File: config.mk
export PLATFORM = sky130hd
export DESIGN_NAME = seg595_display_top
export DESIGN_NICKNAME = d
export VERILOG_FILES = /design/src/rtl/seg595_pkg.sv /design/src/rtl/seg595_display_top_hc595_serializer.sv /design/src/rtl/seg595_display_top.sv
export SDC_FILE = /design/constraint.sdc
export NUM_CORES = 1
export LEC_CHECK = 0
export CORE_ASPECT_RATIO = 1.4
export CORE_MARGIN = 10
export CORE_UTILIZATION = 60
export CTS_CLUSTER_DIAMETER = 120
export DETAILED_ROUTE_END_ITERATION = 8
export PLACE_DENSITY = 0.76
export SLEW_MARGIN = 20
export SYNTH_ARGS = -nofsm -noshare
export SYNTH_HDL_FRONTEND = slang
export SYNTH_SLANG_ARGS = --single-unit
File: constraint.sdc
create_clock -name sys_clk -period 19.7 [get_ports sys_clk]
set_input_delay 3.94 -clock sys_clk [delete_from_list [all_inputs] [get_ports sys_clk]]
set_output_delay 3.94 -clock sys_clk [all_outputs]
set_load 0.1 [all_outputs]
File: src/rtl/seg595_pkg.sv
// Shared constants and helpers for the six-digit 7-segment / 74HC595 display driver.
package seg595_pkg;

    // Common-anode, active-low segment codes with bit7 = decimal point (always off).
    localparam logic [7:0] SEG_0     = 8'hC0;
    localparam logic [7:0] SEG_1     = 8'hF9;
    localparam logic [7:0] SEG_2     = 8'hA4;
    localparam logic [7:0] SEG_3     = 8'hB0;
    localparam logic [7:0] SEG_4     = 8'h99;
    localparam logic [7:0] SEG_5     = 8'h92;
    localparam logic [7:0] SEG_6     = 8'h82;
    localparam logic [7:0] SEG_7     = 8'hF8;
    localparam logic [7:0] SEG_8     = 8'h80;
    localparam logic [7:0] SEG_9     = 8'h90;
    localparam logic [7:0] SEG_BLANK = 8'hFF;

    localparam int BITS_PER_FRAME = 14;
    localparam int PHASES         = 4;

    function automatic logic [7:0] seg_encode(input logic [3:0] digit);
        logic [7:0] code;
        case (digit)
            4'd0:    code = SEG_0;
            4'd1:    code = SEG_1;
            4'd2:    code = SEG_2;
            4'd3:    code = SEG_3;
            4'd4:    code = SEG_4;
            4'd5:    code = SEG_5;
            4'd6:    code = SEG_6;
            4'd7:    code = SEG_7;
            4'd8:    code = SEG_8;
            4'd9:    code = SEG_9;
            default: code = SEG_BLANK;
        endcase
        return code;
    endfunction

    // Shift-and-add-3 conversion of a 20-bit binary value into six BCD digits.
    function automatic logic [23:0] bin_to_bcd(input logic [19:0] bin);
        logic [43:0] sh;
        sh = {24'd0, bin};
        for (int i = 0; i < 20; i++) begin
            for (int d = 0; d < 6; d++) begin
                sh[20 + 4*d +: 4] = (sh[20 + 4*d +: 4] >= 4'd5) ? (sh[20 + 4*d +: 4] + 4'd3)
                                                                : sh[20 + 4*d +: 4];
            end
            sh = sh << 1;
        end
        return sh[43:20];
    endfunction

endpackage

File: src/rtl/seg595_display_top_hc595_serializer.sv
// Serialises one {seg, sel} word per 56-clock frame into a two-stage 74HC595 chain.
module hc595_serializer
    import seg595_pkg::*;
(
    input  logic       clk,
    input  logic       rst,
    input  logic [7:0] seg,
    input  logic [5:0] sel,
    output logic       shcp,
    output logic       stcp,
    output logic       ds
);

    localparam logic [3:0] LAST_BIT   = 4'(BITS_PER_FRAME - 1);
    localparam logic [1:0] LAST_PHASE = 2'(PHASES - 1);

    logic [1:0]  cnt_4_r;
    logic [3:0]  cnt_bit_r;
    logic [13:0] word_r;

    logic        frame_start_s;
    logic        last_slot_s;
    logic [13:0] word_s;
    logic [3:0]  bit_idx_s;
    logic        ds_next_s;

    // Frame position decode and selection of the bit to put on ds.
    always_comb begin
        frame_start_s = (cnt_bit_r == 4'd0) && (cnt_4_r == 2'd0);
        last_slot_s   = (cnt_bit_r == LAST_BIT) && (cnt_4_r == LAST_PHASE);
        // The first bit of a frame must come from the word being snapshotted on this edge.
        word_s        = frame_start_s ? {seg, sel} : word_r;
        if (cnt_bit_r < 4'd6) begin
            bit_idx_s = cnt_bit_r;
        end else begin
            bit_idx_s = 4'd13 - (cnt_bit_r - 4'd6);
        end
        ds_next_s = word_s[bit_idx_s];
    end

    // Phase/bit counters, word snapshot and the three 595 control pins.
    always_ff @(posedge clk or posedge rst) begin
        if (rst) begin
            cnt_4_r   <= 2'd0;
            cnt_bit_r <= 4'd0;
            word_r    <= 14'd0;
            shcp      <= 1'b0;
            stcp      <= 1'b0;
            ds        <= 1'b0;
        end else begin
            cnt_4_r <= (cnt_4_r == LAST_PHASE) ? 2'd0 : (cnt_4_r + 2'd1);
            if (cnt_4_r == LAST_PHASE) begin
                cnt_bit_r <= (cnt_bit_r == LAST_BIT) ? 4'd0 : (cnt_bit_r + 4'd1);
            end
            if (frame_start_s) begin
                word_r <= {seg, sel};
            end
            case (cnt_4_r)
                2'd0: begin
                    ds   <= ds_next_s;
                    shcp <= 1'b0;
                end
                2'd2:    shcp <= 1'b1;
                default: shcp <= shcp;
            endcase
            stcp <= last_slot_s;
        end
    end

endmodule

File: src/rtl/seg595_display_top.sv
// Self-running 0..999_999 counter shown on six multiplexed common-anode digits via 74HC595s.
module seg595_display_top
    import seg595_pkg::*;
#(
    parameter logic [22:0] CNT_100MS_MAX = 23'd4_999_999,
    parameter logic [15:0] CNT_1MS_MAX   = 16'd49_999,
    parameter logic [19:0] DATA_MAX      = 20'd999_999
) (
    input  logic sys_clk,
    input  logic sys_rst,
    output logic shcp,
    output logic stcp,
    output logic ds,
    output logic oe
);

    logic [22:0] cnt_100ms_r;
    logic [19:0] value_r;
    logic [23:0] bcd_r;
    logic [15:0] cnt_1ms_r;
    logic [2:0]  digit_idx_r;
    logic [5:0]  sel_r;
    logic [7:0]  seg_r;

    logic        tick_s;
    logic        scan_tick_s;
    logic [5:0]  blank_s;
    logic [3:0]  digit_s;
    logic        digit_blank_s;
    logic [7:0]  seg_next_s;

    assign oe = sys_rst;

    // Leading-zero blanking and segment code for the digit currently scanned.
    always_comb begin : display_logic
        logic zero_above;
        tick_s      = (cnt_100ms_r == CNT_100MS_MAX);
        scan_tick_s = (cnt_1ms_r == CNT_1MS_MAX);
        zero_above  = 1'b1;
        blank_s     = 6'b000000;
        for (int k = 5; k >= 1; k--) begin
            zero_above = zero_above && (bcd_r[4*k +: 4] == 4'd0);
            blank_s[k] = zero_above;
        end
        case (digit_idx_r)
            3'd0:    digit_s = bcd_r[3:0];
            3'd1:    digit_s = bcd_r[7:4];
            3'd2:    digit_s = bcd_r[11:8];
            3'd3:    digit_s = bcd_r[15:12];
            3'd4:    digit_s = bcd_r[19:16];
            3'd5:    digit_s = bcd_r[23:20];
            default: digit_s = 4'hF;
        endcase
        digit_blank_s = (digit_idx_r <= 3'd5) ? blank_s[digit_idx_r] : 1'b1;
        seg_next_s    = digit_blank_s ? SEG_BLANK : seg_encode(digit_s);
    end

    // Value generator, BCD pipeline stage and digit scanner.
    always_ff @(posedge sys_clk or posedge sys_rst) begin
        if (sys_rst) begin
            cnt_100ms_r <= 23'd0;
            value_r     <= 20'd0;
            bcd_r       <= 24'd0;
            cnt_1ms_r   <= 16'd0;
            digit_idx_r <= 3'd0;
            sel_r       <= 6'b000001;
            seg_r       <= SEG_0;
        end else begin
            cnt_100ms_r <= tick_s ? 23'd0 : (cnt_100ms_r + 23'd1);
            if (tick_s) begin
                value_r <= (value_r == DATA_MAX) ? 20'd0 : (value_r + 20'd1);
            end
            bcd_r     <= bin_to_bcd(value_r);
            cnt_1ms_r <= scan_tick_s ? 16'd0 : (cnt_1ms_r + 16'd1);
            if (scan_tick_s) begin
                digit_idx_r <= (digit_idx_r >= 3'd5) ? 3'd0 : (digit_idx_r + 3'd1);
            end
            // sel and seg are loaded on the same edge so a digit never shows its neighbour's code.
            sel_r <= 6'b000001 << digit_idx_r;
            seg_r <= seg_next_s;
        end
    end

    hc595_serializer u_serializer (
        .clk  (sys_clk),
        .rst  (sys_rst),
        .seg  (seg_r),
        .sel  (sel_r),
        .shcp (shcp),
        .stcp (stcp),
        .ds   (ds)
    );

endmodule

==> qor.csv, run 1 <==
stage,metric,value,unit
synthesis,syn_area_per_cell,8.15,um2
cells_and_area,antenna_cells_inserted,0,
power_and_ir_drop,power.clock.fraction,0.547,
sta,rsz_0062_raised_after_global_routing,false,
cells_and_area,final_nets,1747,
sta,highest_clock_rate,0.0588,GHz
synthesis,post_synth_main_area_contributors,"dfrtp_1, ha_1, a21oi_1, nor2_1, nand2_1",
critical_path,critical-path-max-stage-delay,0.68,ns
critical_path,crit_top_cell,ha_1,
critical_path,setup.worst_path.start,value_r[17]$_DFFE_PP0N_,
sta,min_period_over_period,0.863,
synthesis,synth_cell_types,124,
sta,finClkSkew,0.0126,ns
detailed_routing,drc,0,
synthesis,synth_sequential_area_ratio,0.219,
grt,grt.met2_usage,0.413,
critical_path,wp_depth,78,
detailed_routing,vias_per_cell,6.52,
run_status,status,"complete, no violations",
floorplanning,coreArea,0.0227,mm2
sta,slew_violations,0,
grt,globalRoute.totalOverflow,0,
clocking,cts-hold-fix-buffers,0,
detailed_routing,drt-initial-drc-count,796,
clocking,cts_tree,done,
hold_path,worst_hold_path.num_cells,1,
critical_path,critPathBufInv,11,
place,port-buffer-count,5,
grt,gr-usage-all-layers,0.215,
power_and_ir_drop,switching_share,0.216,
synthesis,netlist.top_cell.by_area,dfrtp_1,
power_and_ir_drop,seq_power_share,0.441,
clocking,cts_root_buffer,clkbuf_16,
synthesis,synth_enable_flop_cells,0,
grt,grtUsageMet3,0.0192,
sta,tightest_slew,1.07,ns
critical_path,crit_path_top_delay_cell,a221oi_1,
cells_and_area,drive_gt1_frac,0.126,
synthesis,synthesis.nets,1781,
cells_and_area,final_util,0.651,
critical_path,critical_path_peak_fanout,11,
sta,slew_headroom,0.287,
place,placedCellCount,1956,
grt,antenna_found_initial,0,
floorplanning,die-width,149,um
hold_path,hold_class,register to register,
detailed_routing,detailroute.via_count,13000,
clocking,cts_resized,0,
critical_path,startpoint_type,register,
synthesis,syn-cell-area,0.0139,mm2
grt,use_met1,0.238,
detailed_routing,dr.pass1.iters,6,
cells_and_area,leading_cell_type_in_the_layout_fill_and_taps_excluded,nor2_1,
critical_path,endpoint_kind_of_the_worst_setup_timing_path,register,
power_and_ir_drop,internal_power_summed_over_all_cells,446,uW
synthesis,yosys_top_cell_area_share,0.216,
critical_path,path_delay_family,compound AO/OA/AOI/OAI gates,
synthesis,synth_warnings,0,
critical_path,critical_path_class,register to register,
power_and_ir_drop,p_sw,123,uW
power_and_ir_drop,p_leak,0.00639,uW
detailed_routing,postRouteWirelength,32600,um
synthesis,synth-async-reset-ratio,1.00,
place,post_dp_hpwl,24400,um
clocking,cts_sinks,122,
critical_path,wp_data_arrival,17.33,ns
job,maxCapViolCount,0,
sta,finalCriticalPeriod,16.99,ns
cells_and_area,layout.cells.non_filler,1989,
power_and_ir_drop,vdd_ir_drop_max,0.0566,mV
sta,final-setup-viol-count,0,
sta,final-hold-violation-count,0,
critical_path,ff2ff_path_depth,78,
detailed_routing,wire_per_inst,16.4,um
clocking,htree_num_levels,4,
hold_path,holdCritStartpoint,cnt_1ms_r[0]$_DFF_PP0_,
detailed_routing,final_antenna_net_count,0,
floorplanning,row_count,65,
cells_and_area,layout_common_cells,"nor2_1, nand2_1, dfrtp_1",
floorplanning,effective_utilization_at_floorplan,0.614,
floorplanning,dieArea,0.0298,mm2
clocking,ctsLongestPathBuffers,2,
critical_path,reg2reg_from,value_r[17]$_DFFE_PP0N_,
clocking,worst_setup_hold_path_clk_slew,0.06,ns
cells_and_area,flow.area_growth_from_synthesis,5.96,%
grt,first_global_vias,12500,
synthesis,synthesis.instances,1709,
floorplanning,die_y_extent,200,um
synthesis,synth-seq-cells,122,
place,gp_congestion,0.936,
grt,grt_start_max_net_pins,83,
clocking,cts_inserted_buffers,17,
power_and_ir_drop,combPwrFrac,0.012,
grt,grt_first_pass_wirelength,56600,um
clocking,insertion_delay,0.42,ns
sta,totalNegativeSetupSlack,0,ns
synthesis,postSynth.topFlopCell,dfrtp_1,
grt,grt_most_used_layer,met2,
power_and_ir_drop,power_density,38.5,mW/mm2
floorplanning,floorplan.io_pins,6,
clocking,post_cts_buffers,0,
critical_path,required,20.04,ns
power groups by stage:
stage	clock (uW)	sequential (uW)	combinational [uW]
after floorplan	0	255	4.59
after global placement	0	255	6.28
after detailed placement	0	255	6.37
after CTS	313	251	6.37
after global routing	325	251	7.74
final	311	251	6.69
kinds of logic after synthesis:
| kind of cell | count (synthesis) | synth area share |
|---|---|---|
| AND/OR/NAND/NOR | 590 | 0.215 |
| AO/OA/AOI/OAI | 583 | 0.316 |
| buffers and inverters | 165 | 0.0469 |
| flip-flops | 122 | 0.219 |
| multiplexers | 91 | 0.0782 |
| XOR/XNOR | 86 | 0.0598 |
| adder cells (fa/ha/maj) | 72 | 0.0643 |
stage by stage:
stage	hold WS, ns	worst slack, ns	total power, uW	instance area, um2
2_1_floorplan	0.425	5.07	260	13900
3_3_place_gp	0.440	3.58	261	14100
3_5_place_dp	0.454	2.94	262	14100
4_1_cts	0.461	2.84	571	14700
5_1_grt	0.479	0.951	584	14800
6_report	0.452	2.71	569	14800
cell type report:
type	count	area, um2
clock buffers	20	457
clock inverters	12	140
fillers	1921	7930
inverters	99	374
multi-input cells	1422	10200
flip-flops and latches	122	3060
well taps	301	377
repair buffers	13	130
per-layer routing:
layer  share of wire  vias up
met5               0        -
met4           0.021        0
met3           0.024       54
met2            0.54      238
met1            0.42     6255
li1                -     6412
registers in the layout (all words and copies together), names as in the netlist:
name                    count
u_serializer.cnt_bit_r      4
value_r                    20
u_serializer.cnt_4_r        2
sel_r                       6
seg_r                       7
u_serializer.stcp           1
bcd_r                      24
u_serializer.ds             1
u_serializer.shcp           1
digit_idx_r                 3
u_serializer.word_r        14
cnt_1ms_r                  16
cnt_100ms_r                23
cells in the mapped netlist (all sizes together) (23+ instances only):
cell type and instances:
a211oi 32, a21o 32, a21oi 110, a31oi 30, and2 26, and3 24
clkbuf 47, dfrtp 120, ha 70, inv 95, mux2 41, mux2i 46
nand2 122, nand3 71, nand4 23, nor2 143, nor3 71, o211ai 35
o21ai 101, xnor2 49, xor2 35
path summary, 6_finish.rpt:
| kind | to | slack [ns] |
|---|---|---|
| max | bcd_r[22]$_DFF_PP0_ | 2.71 |
| min | cnt_1ms_r[0]$_DFF_PP0_ | 0.45 |
| max reg2reg | bcd_r[22]$_DFF_PP0_ | 2.71 |
| min reg2reg | cnt_1ms_r[0]$_DFF_PP0_ | 0.45 |
| max in group asynchronous | seg_r[6]$_DFF_PP1_ | 14.70 |
| min in group asynchronous | cnt_100ms_r[22]$_DFF_PP0_ | 3.93 |
worst reg2reg max path: cells and delay by family (launching register included):
kind / cells / cell delay, ns
AO/OA/AOI/OAI: 24 / 5.23
multiplexers: 3 / 0.96
buffers and inverters: 11 / 1.11
adder cells (fa/ha/maj): 15 / 3.58
XOR/XNOR: 9 / 2.43
AND/OR/NAND/NOR: 16 / 3.03
flip-flops: 1 / 0.56
No activity file was read; power rests on OpenSTA's default activity.
==> run 2: changes to the inputs <==
- CTS_BUF_LIST: default -> sky130_fd_sc_hd__clkbuf_16
==> qor.csv, run 2 (synthesis results as in run 1) <==
stage,metric,value,unit,change
grt,grt_first_pass_wirelength,56400,um,-0.38%
floorplanning,dieArea,0.0298,mm2,unchanged
clocking,insertion_delay,0.42,ns,about the same
clocking,cts_sinks,122,,unchanged
detailed_routing,route.met2.wl,17400,um,-1.2%
cells_and_area,drive_gt1_frac,0.124,,-0.00118
floorplanning,effective_utilization_at_floorplan,0.614,,unchanged
power_and_ir_drop,seq_power_share,0.448,,+0.007
power_and_ir_drop,internal_power_summed_over_all_cells,437,uW,-1.9%
sta,min_period_over_period,0.861,,-0.00167
cells_and_area,reg_with_most_ffs,bcd_r,,
power_and_ir_drop,combPwrFrac,0.012,,about the same
place,gp_congestion,0.936,,unchanged
clocking,cts-hold-fix-buffers,0,,unchanged
clocking,worst_setup_hold_path_clk_slew,0.06,ns,about the same
cells_and_area,antenna_cells_inserted,0,,unchanged
sta,final-hold-violation-count,0,,unchanged
clocking,ctsLongestPathBuffers,2,,unchanged
clocking,post_cts_buffers,0,,unchanged
clocking,cts_inserted_buffers,17,,unchanged
grt,first_global_vias,12500,,-0.11%
critical_path,critPathBufInv,11,,unchanged
cells_and_area,largest_register_ff_count,24,,unchanged
clocking,cts_resized,0,,unchanged
cells_and_area,final_nets,1747,,unchanged
sta,tightest_slew,1.06,ns,-0.0106 ns
detailed_routing,postRouteWirelength,32300,um,-0.95%
critical_path,ff2ff_path_depth,78,,unchanged
power_and_ir_drop,p_sw,122,uW,-0.76%
grt,grt_start_max_net_pins,83,,unchanged
sta,slew_headroom,0.294,,+0.00707
critical_path,path_delay_family,compound AO/OA/AOI/OAI gates,,
sta,finClkSkew,0.0127,ns,+0.000162 ns
critical_path,endpoint_kind_of_the_worst_setup_timing_path,register,,
grt,antenna_found_initial,0,,unchanged
hold_path,min_to,cnt_1ms_r[0]$_DFF_PP0_,,
hold_path,worst_hold_path.num_cells,1,,unchanged
detailed_routing,wire_per_inst,16.2,um,-0.95%
detailed_routing,detailroute.via_count,12900,,-0.085%
detailed_routing,drc,0,,unchanged
place,post_dp_hpwl,24400,um,unchanged
critical_path,crit_top_cell,ha_1,,
power_and_ir_drop,power.clock.fraction,0.540,,-0.007
critical_path,critical_path_class,register to register,,
sta,totalNegativeSetupSlack,0,ns,unchanged
sta,finalCriticalPeriod,16.96,ns,-0.0330 ns
floorplanning,row_count,65,,unchanged
grt,gr-usage-all-layers,0.214,,-0.00140
place,placedCellCount,1956,,unchanged
power_and_ir_drop,switching_share,0.218,,+0.00189
sta,final.hold.worst_slack,0.452,ns,-0.0000380 ns
cells_and_area,leading_cell_type_in_the_layout_fill_and_taps_excluded,nor2_1,,
sta,slew_violations,0,,unchanged
clocking,htree_num_levels,4,,unchanged
critical_path,startpoint_type,register,,
floorplanning,die_y_extent,200,um,unchanged
detailed_routing,drt-initial-drc-count,851,,+6.9%
floorplanning,coreArea,0.0227,mm2,unchanged
run_status,status,"complete, no violations",,
job,maxCapViolCount,0,,unchanged
critical_path,setup.reg_to_reg.worst_slack,2.74,ns,+0.03 ns
clocking,cts_tree,done,,
cells_and_area,flow.area_growth_from_synthesis,5.82,%,
cells_and_area,design_area,0.0147,mm2,-0.14%
hold_path,hold_class,register to register,,
detailed_routing,highest-signal-layer,met4,,
place,dpl-instance-area,0.0141,mm2,unchanged
sta,rsz_0062_raised_after_global_routing,false,,
critical_path,critical-path-max-stage-delay,0.68,ns,about the same
clocking,cts_root_buffer,clkbuf_16,,
place,port-buffer-count,5,,unchanged
cells_and_area,layout.cells.non_filler,1989,,unchanged
detailed_routing,drt-met1-wl,13500,um,-0.51%
cells_and_area,largest_registers,"bcd_r (24), cnt_100ms_r (23), value_r (20)",,
critical_path,critical_path_peak_fanout,11,,unchanged
critical_path,wp_data_arrival,17.30,ns,-0.03 ns
sta,final-setup-viol-count,0,,unchanged
cells_and_area,layout_common_cells,"nor2_1, nand2_1, dfrtp_1",,
critical_path,regToRegEndpoint,bcd_r[22]$_DFF_PP0_,,
critical_path,required,20.04,ns,about the same
power_and_ir_drop,p_leak,0.00639,uW,-0.11%
detailed_routing,dr.pass1.iters,5,,-1
power_and_ir_drop,vdd_ir_drop_max,0.0559,mV,-1.2%
floorplanning,die-width,149,um,unchanged
hold_path,holdCritStartpoint,cnt_1ms_r[0]$_DFF_PP0_,,
detailed_routing,vias_per_cell,6.51,,about the same
grt,globalRoute.totalOverflow,0,,unchanged
critical_path,crit_path_top_delay_cell,a221oi_1,,
power_and_ir_drop,power_density,38.0,mW/mm2,-1.5%
floorplanning,floorplan.io_pins,6,,unchanged
sta,highest_clock_rate,0.0590,GHz,+0.19%
critical_path,reg2reg_from,value_r[17]$_DFFE_PP0N_,,
detailed_routing,final_antenna_net_count,0,,unchanged
detailed_routing,met3RoutedLength,781,um,+0.64%
==> run 2: cell count changes in the layout (fill, tap and decap cells not counted) <==
| cell | previous run | this run |
|---|---|---|
| clkinv_1 | 4 | 6 |
| clkbuf_8 | 2 | 0 |
| clkbuf_1 | 1 | 0 |
| inv_1 | 86 | 87 |
==> run 2: worst register-to-register path: cells and delay by family, from the launching register on <==
kind | cells | cell delay [ns]
AO/OA/AOI/OAI | 24 | 5.22
XOR/XNOR | 9 | 2.43
adder cells (fa/ha/maj) | 15 | 3.57
buffers and inverters | 11 | 1.10
flip-flops | 1 | 0.56
multiplexers | 3 | 0.97
AND/OR/NAND/NOR | 16 | 3.02
==> run 2: how the worst max path moves through the flow <==
stage / cells after the start / startpoint / to / slack (ns)
final: 78 / value_r[17]$_DFFE_PP0N_ / bcd_r[22]$_DFF_PP0_ / 2.74
after global routing: 78 / value_r[17]$_DFFE_PP0N_ / bcd_r[22]$_DFF_PP0_ / 0.95
after CTS: 78 / value_r[17]$_DFFE_PP0N_ / bcd_r[22]$_DFF_PP0_ / 2.84
after detailed placement: 77 / value_r[17]$_DFFE_PP0N_ / bcd_r[22]$_DFF_PP0_ / 2.94
after global placement: 77 / value_r[17]$_DFFE_PP0N_ / bcd_r[22]$_DFF_PP0_ / 3.58
after floorplan: 77 / value_r[17]$_DFFE_PP0N_ / bcd_r[9]$_DFF_PP0_ / 5.07
==> run 2: layout make-up <==
type	instances	area, um2
Clock buffer	17	425
Clock inverter	15	151
Fill cell	1926	7950
Inverter	99	374
Multi-Input combinational cell	1422	10200
Sequential cell	122	3060
Tap cell	301	377
Timing Repair Buffer	13	130
==> run 2: metal layers <==
layer | global-route usage | vias to the layer above
met5 | 0 | -
met4 | 0.0678 | 0
met3 | 0.0192 | 53
met2 | 0.410 | 231
met1 | 0.238 | 6248
li1 | - | 6416
==> run 2: power groups by stage <==
stage	sequential, uW	combinational (uW)	clock (uW)
6_report	251	6.69	302
3_5_place_dp	255	6.37	0
3_3_place_gp	255	6.28	0
5_1_grt	251	7.74	317
2_1_floorplan	255	4.59	0
4_1_cts	251	6.37	304
==> run 2: per-stage QoR <==
stage / total power, uW / util / setup WS (ns)
2_1_floorplan: 260 / - / 5.07
3_3_place_gp: 261 / 0.623 / 3.58
3_5_place_dp: 262 / 0.623 / 2.94
4_1_cts: 562 / 0.648 / 2.84
5_1_grt: 575 / 0.650 / 0.952
6_report: 559 / 0.650 / 2.74
==> run 3: changes to the inputs <==
- CORE_UTILIZATION: 60 -> 40
- PLACE_DENSITY: 0.76 -> default
- SKIP_CTS_REPAIR_TIMING: default -> 1
==> qor.csv, run 3 (synthesis results as in run 1) <==
stage,metric,value,unit,change
sta,rsz_0062_raised_after_global_routing,false,,
cells_and_area,leading_cell_type_in_the_layout_fill_and_taps_excluded,nor2_1,,
cells_and_area,largest_registers,"bcd_r (24), cnt_100ms_r (23), value_r (20)",,
critical_path,setup.reg_to_reg.worst_slack,2.74,ns,about the same
hold_path,hold_class,register to register,,
sta,min_period_over_period,0.861,,about the same
job,maxCapViolCount,0,,unchanged
clocking,cts_sinks,122,,unchanged
floorplanning,die-width,178,um,+19%
critical_path,critical_path_class,register to register,,
detailed_routing,postRouteWirelength,33000,um,+2.4%
run_status,status,"complete, no violations",,
power_and_ir_drop,seq_power_share,0.434,,-0.014
sta,final_critical_path_setup_slack,2.74,ns,+0.00387 ns
floorplanning,die_y_extent,241,um,+20%
sta,totalNegativeSetupSlack,0,ns,unchanged
place,gp_congestion,0.870,,-7.1%
power_and_ir_drop,p_sw,117,uW,-3.9%
power_and_ir_drop,vdd_ir_drop_max,0.0603,mV,+7.9%
detailed_routing,final_antenna_net_count,0,,unchanged
floorplanning,effective_utilization_at_floorplan,0.407,,-0.207
critical_path,crit_path_top_delay_cell,a221oi_1,,
critical_path,critical-path-max-stage-delay,0.67,ns,about the same
critical_path,ff2ff_path_depth,78,,unchanged
hold_path,min_to,u_serializer.cnt_4_r[0]$_DFF_PP0_,,
critical_path,critical_path_peak_fanout,11,,unchanged
power_and_ir_drop,p_leak,0.00640,uW,+0.18%
critical_path,crit_top_cell,ha_1,,
cells_and_area,layout.cells.non_filler,2138,,+7.5%
power_and_ir_drop,internal_power_summed_over_all_cells,461,uW,+5.3%
cells_and_area,drive_gt1_frac,0.123,,-0.00111
place,port-buffer-count,5,,unchanged
critical_path,startpoint_type,register,,
clocking,cts_tree,done,,
grt,grt_start_max_net_pins,80,,-3.6%
sta,final-hold-violation-count,0,,unchanged
detailed_routing,drt-initial-drc-count,909,,+6.8%
cells_and_area,largest_register_ff_count,24,,unchanged
cells_and_area,filler_cell_count,3373,,+75%
clocking,cts_root_buffer,clkbuf_16,,
critical_path,required,20.04,ns,about the same
detailed_routing,vias_per_cell,5.97,,-8.2%
place,post_dp_hpwl,25000,um,+2.4%
cells_and_area,layout_common_cells,"nor2_1, nand2_1, dfrtp_1",,
cells_and_area,final_nets,1746,,-0.057%
cells_and_area,flow.area_growth_from_synthesis,7.21,%,
power_and_ir_drop,switching_share,0.203,,-0.0152
clocking,ctsLongestPathBuffers,2,,unchanged
power_and_ir_drop,combPwrFrac,0.010,,-0.002
cells_and_area,antenna_cells_inserted,0,,unchanged
cells_and_area,reg_with_most_ffs,bcd_r,,
detailed_routing,wire_per_inst,15.5,um,-4.7%
critical_path,wp_data_arrival,17.29,ns,about the same
floorplanning,row_count,80,,+23%
grt,first_global_vias,12200,,-2.8%
grt,antenna_found_initial,0,,unchanged
sta,finClkSkew,0.00967,ns,-0.00306 ns
sta,slew_violations,0,,unchanged
hold_path,worst_hold_path.num_cells,1,,unchanged
power_and_ir_drop,power.clock.fraction,0.555,,+0.015
critical_path,regToRegEndpoint,bcd_r[22]$_DFF_PP0_,,
clocking,insertion_delay,0.42,ns,about the same
floorplanning,floorplan.io_pins,6,,unchanged
grt,grt_first_pass_wirelength,56800,um,+0.75%
sta,final.hold.worst_slack,0.456,ns,+0.00354 ns
sta,final-setup-viol-count,0,,unchanged
detailed_routing,dr.pass1.iters,5,,unchanged
clocking,worst_setup_hold_path_clk_slew,0.06,ns,about the same
detailed_routing,drc,0,,unchanged
sta,slew_headroom,0.325,,+0.0310
critical_path,endpoint_kind_of_the_worst_setup_timing_path,register,,
floorplanning,dieArea,0.0428,mm2,+44%
place,dpl_worst_slack,2.91,ns,-0.0246 ns
grt,gr-usage-all-layers,0.153,,-0.0608
sta,finalCriticalPeriod,16.96,ns,-0.00387 ns
grt,globalRoute.totalOverflow,0,,unchanged
hold_path,holdCritStartpoint,u_serializer.cnt_4_r[0]$_DFF_PP0_,,
critical_path,reg2reg_from,value_r[17]$_DFFE_PP0N_,,
sta,tightest_slew,1.01,ns,-0.0465 ns
place,placedCellCount,2106,,+7.7%
clocking,htree_num_levels,4,,unchanged
detailed_routing,detailroute.via_count,12800,,-1.3%
power_and_ir_drop,power_density,38.7,mW/mm2,+1.9%
floorplanning,coreArea,0.0342,mm2,+51%
clocking,cts_inserted_buffers,17,,unchanged
sta,highest_clock_rate,0.0590,GHz,about the same
-- run 3: changes by cell type in the layout (fill, tap and decap cells not counted), moves of 2 or more --
| cell | before | now |
|---|---|---|
| bufinv_16 | 2 | 4 |
| clkinv_4 | 4 | 2 |
| inv_1 | 87 | 89 |
| inv_6 | 2 | 0 |
-- run 3: power by group through the flow --
stage          clock network, uW  logic [uW]  registers (uW)
6_report                     321        6.03             251
5_1_grt                      341        7.17             251
4_1_cts                      327        6.50             251
3_5_place_dp                   0        6.48             255
3_3_place_gp                   0        6.50             255
2_1_floorplan                  0        4.59             255
-- run 3: worst max-delay path by stage --
| stage | start | end | slack, ns | depth (start not counted) |
|---|---|---|---|---|
| 3_5_place_dp | value_r[17]$_DFFE_PP0N_ | bcd_r[22]$_DFF_PP0_ | 2.91 | 78 |
| 3_3_place_gp | value_r[17]$_DFFE_PP0N_ | bcd_r[22]$_DFF_PP0_ | 3.56 | 77 |
| 6_report | value_r[17]$_DFFE_PP0N_ | bcd_r[22]$_DFF_PP0_ | 2.74 | 78 |
| 2_1_floorplan | value_r[17]$_DFFE_PP0N_ | bcd_r[9]$_DFF_PP0_ | 5.07 | 77 |
| 5_1_grt | value_r[17]$_DFFE_PP0N_ | bcd_r[22]$_DFF_PP0_ | 1.19 | 78 |
| 4_1_cts | value_r[17]$_DFFE_PP0N_ | bcd_r[22]$_DFF_PP0_ | 2.82 | 78 |
-- run 3: area by class of cell --
type,instances,area (um2),share of cell area
inverter,99,374,0.0250
clock inverter,15,185,0.0124
clock buffer,17,425,0.0285
multi-input combinational,1422,10200,0.685
timing repair buffer,12,103,0.00687
tap,451,564,0.0378
sequential,122,3060,0.205
-- run 3: worst max-delay path, delay by kind of cell (launching register included) --
family	cells	cell delay, ns
buf+inv	11	1.10
mux	3	0.95
xor+xnor	9	2.46
flops	1	0.56
compound gates	24	5.17
simple gates	16	3.05
fa+ha+maj	15	3.56
-- run 3: through the flow --
stage	util	power, uW	instance area [um2]
floorplan	-	260	13900
global placement	0.418	262	14300
detailed placement	0.418	262	14300
CTS	0.436	585	14900
global route	0.436	599	14900
finish	0.436	578	14900
-- run 3: layer usage --
metal / track usage / vias to the layer above / routed length [um]
met5: 0 / - / 0
met4: 0.0489 / 0 / 615
met3: 0.0155 / 38 / 763
met2: 0.283 / 220 / 17000
met1: 0.181 / 6061 / 14700
li1: - / 6455 / -
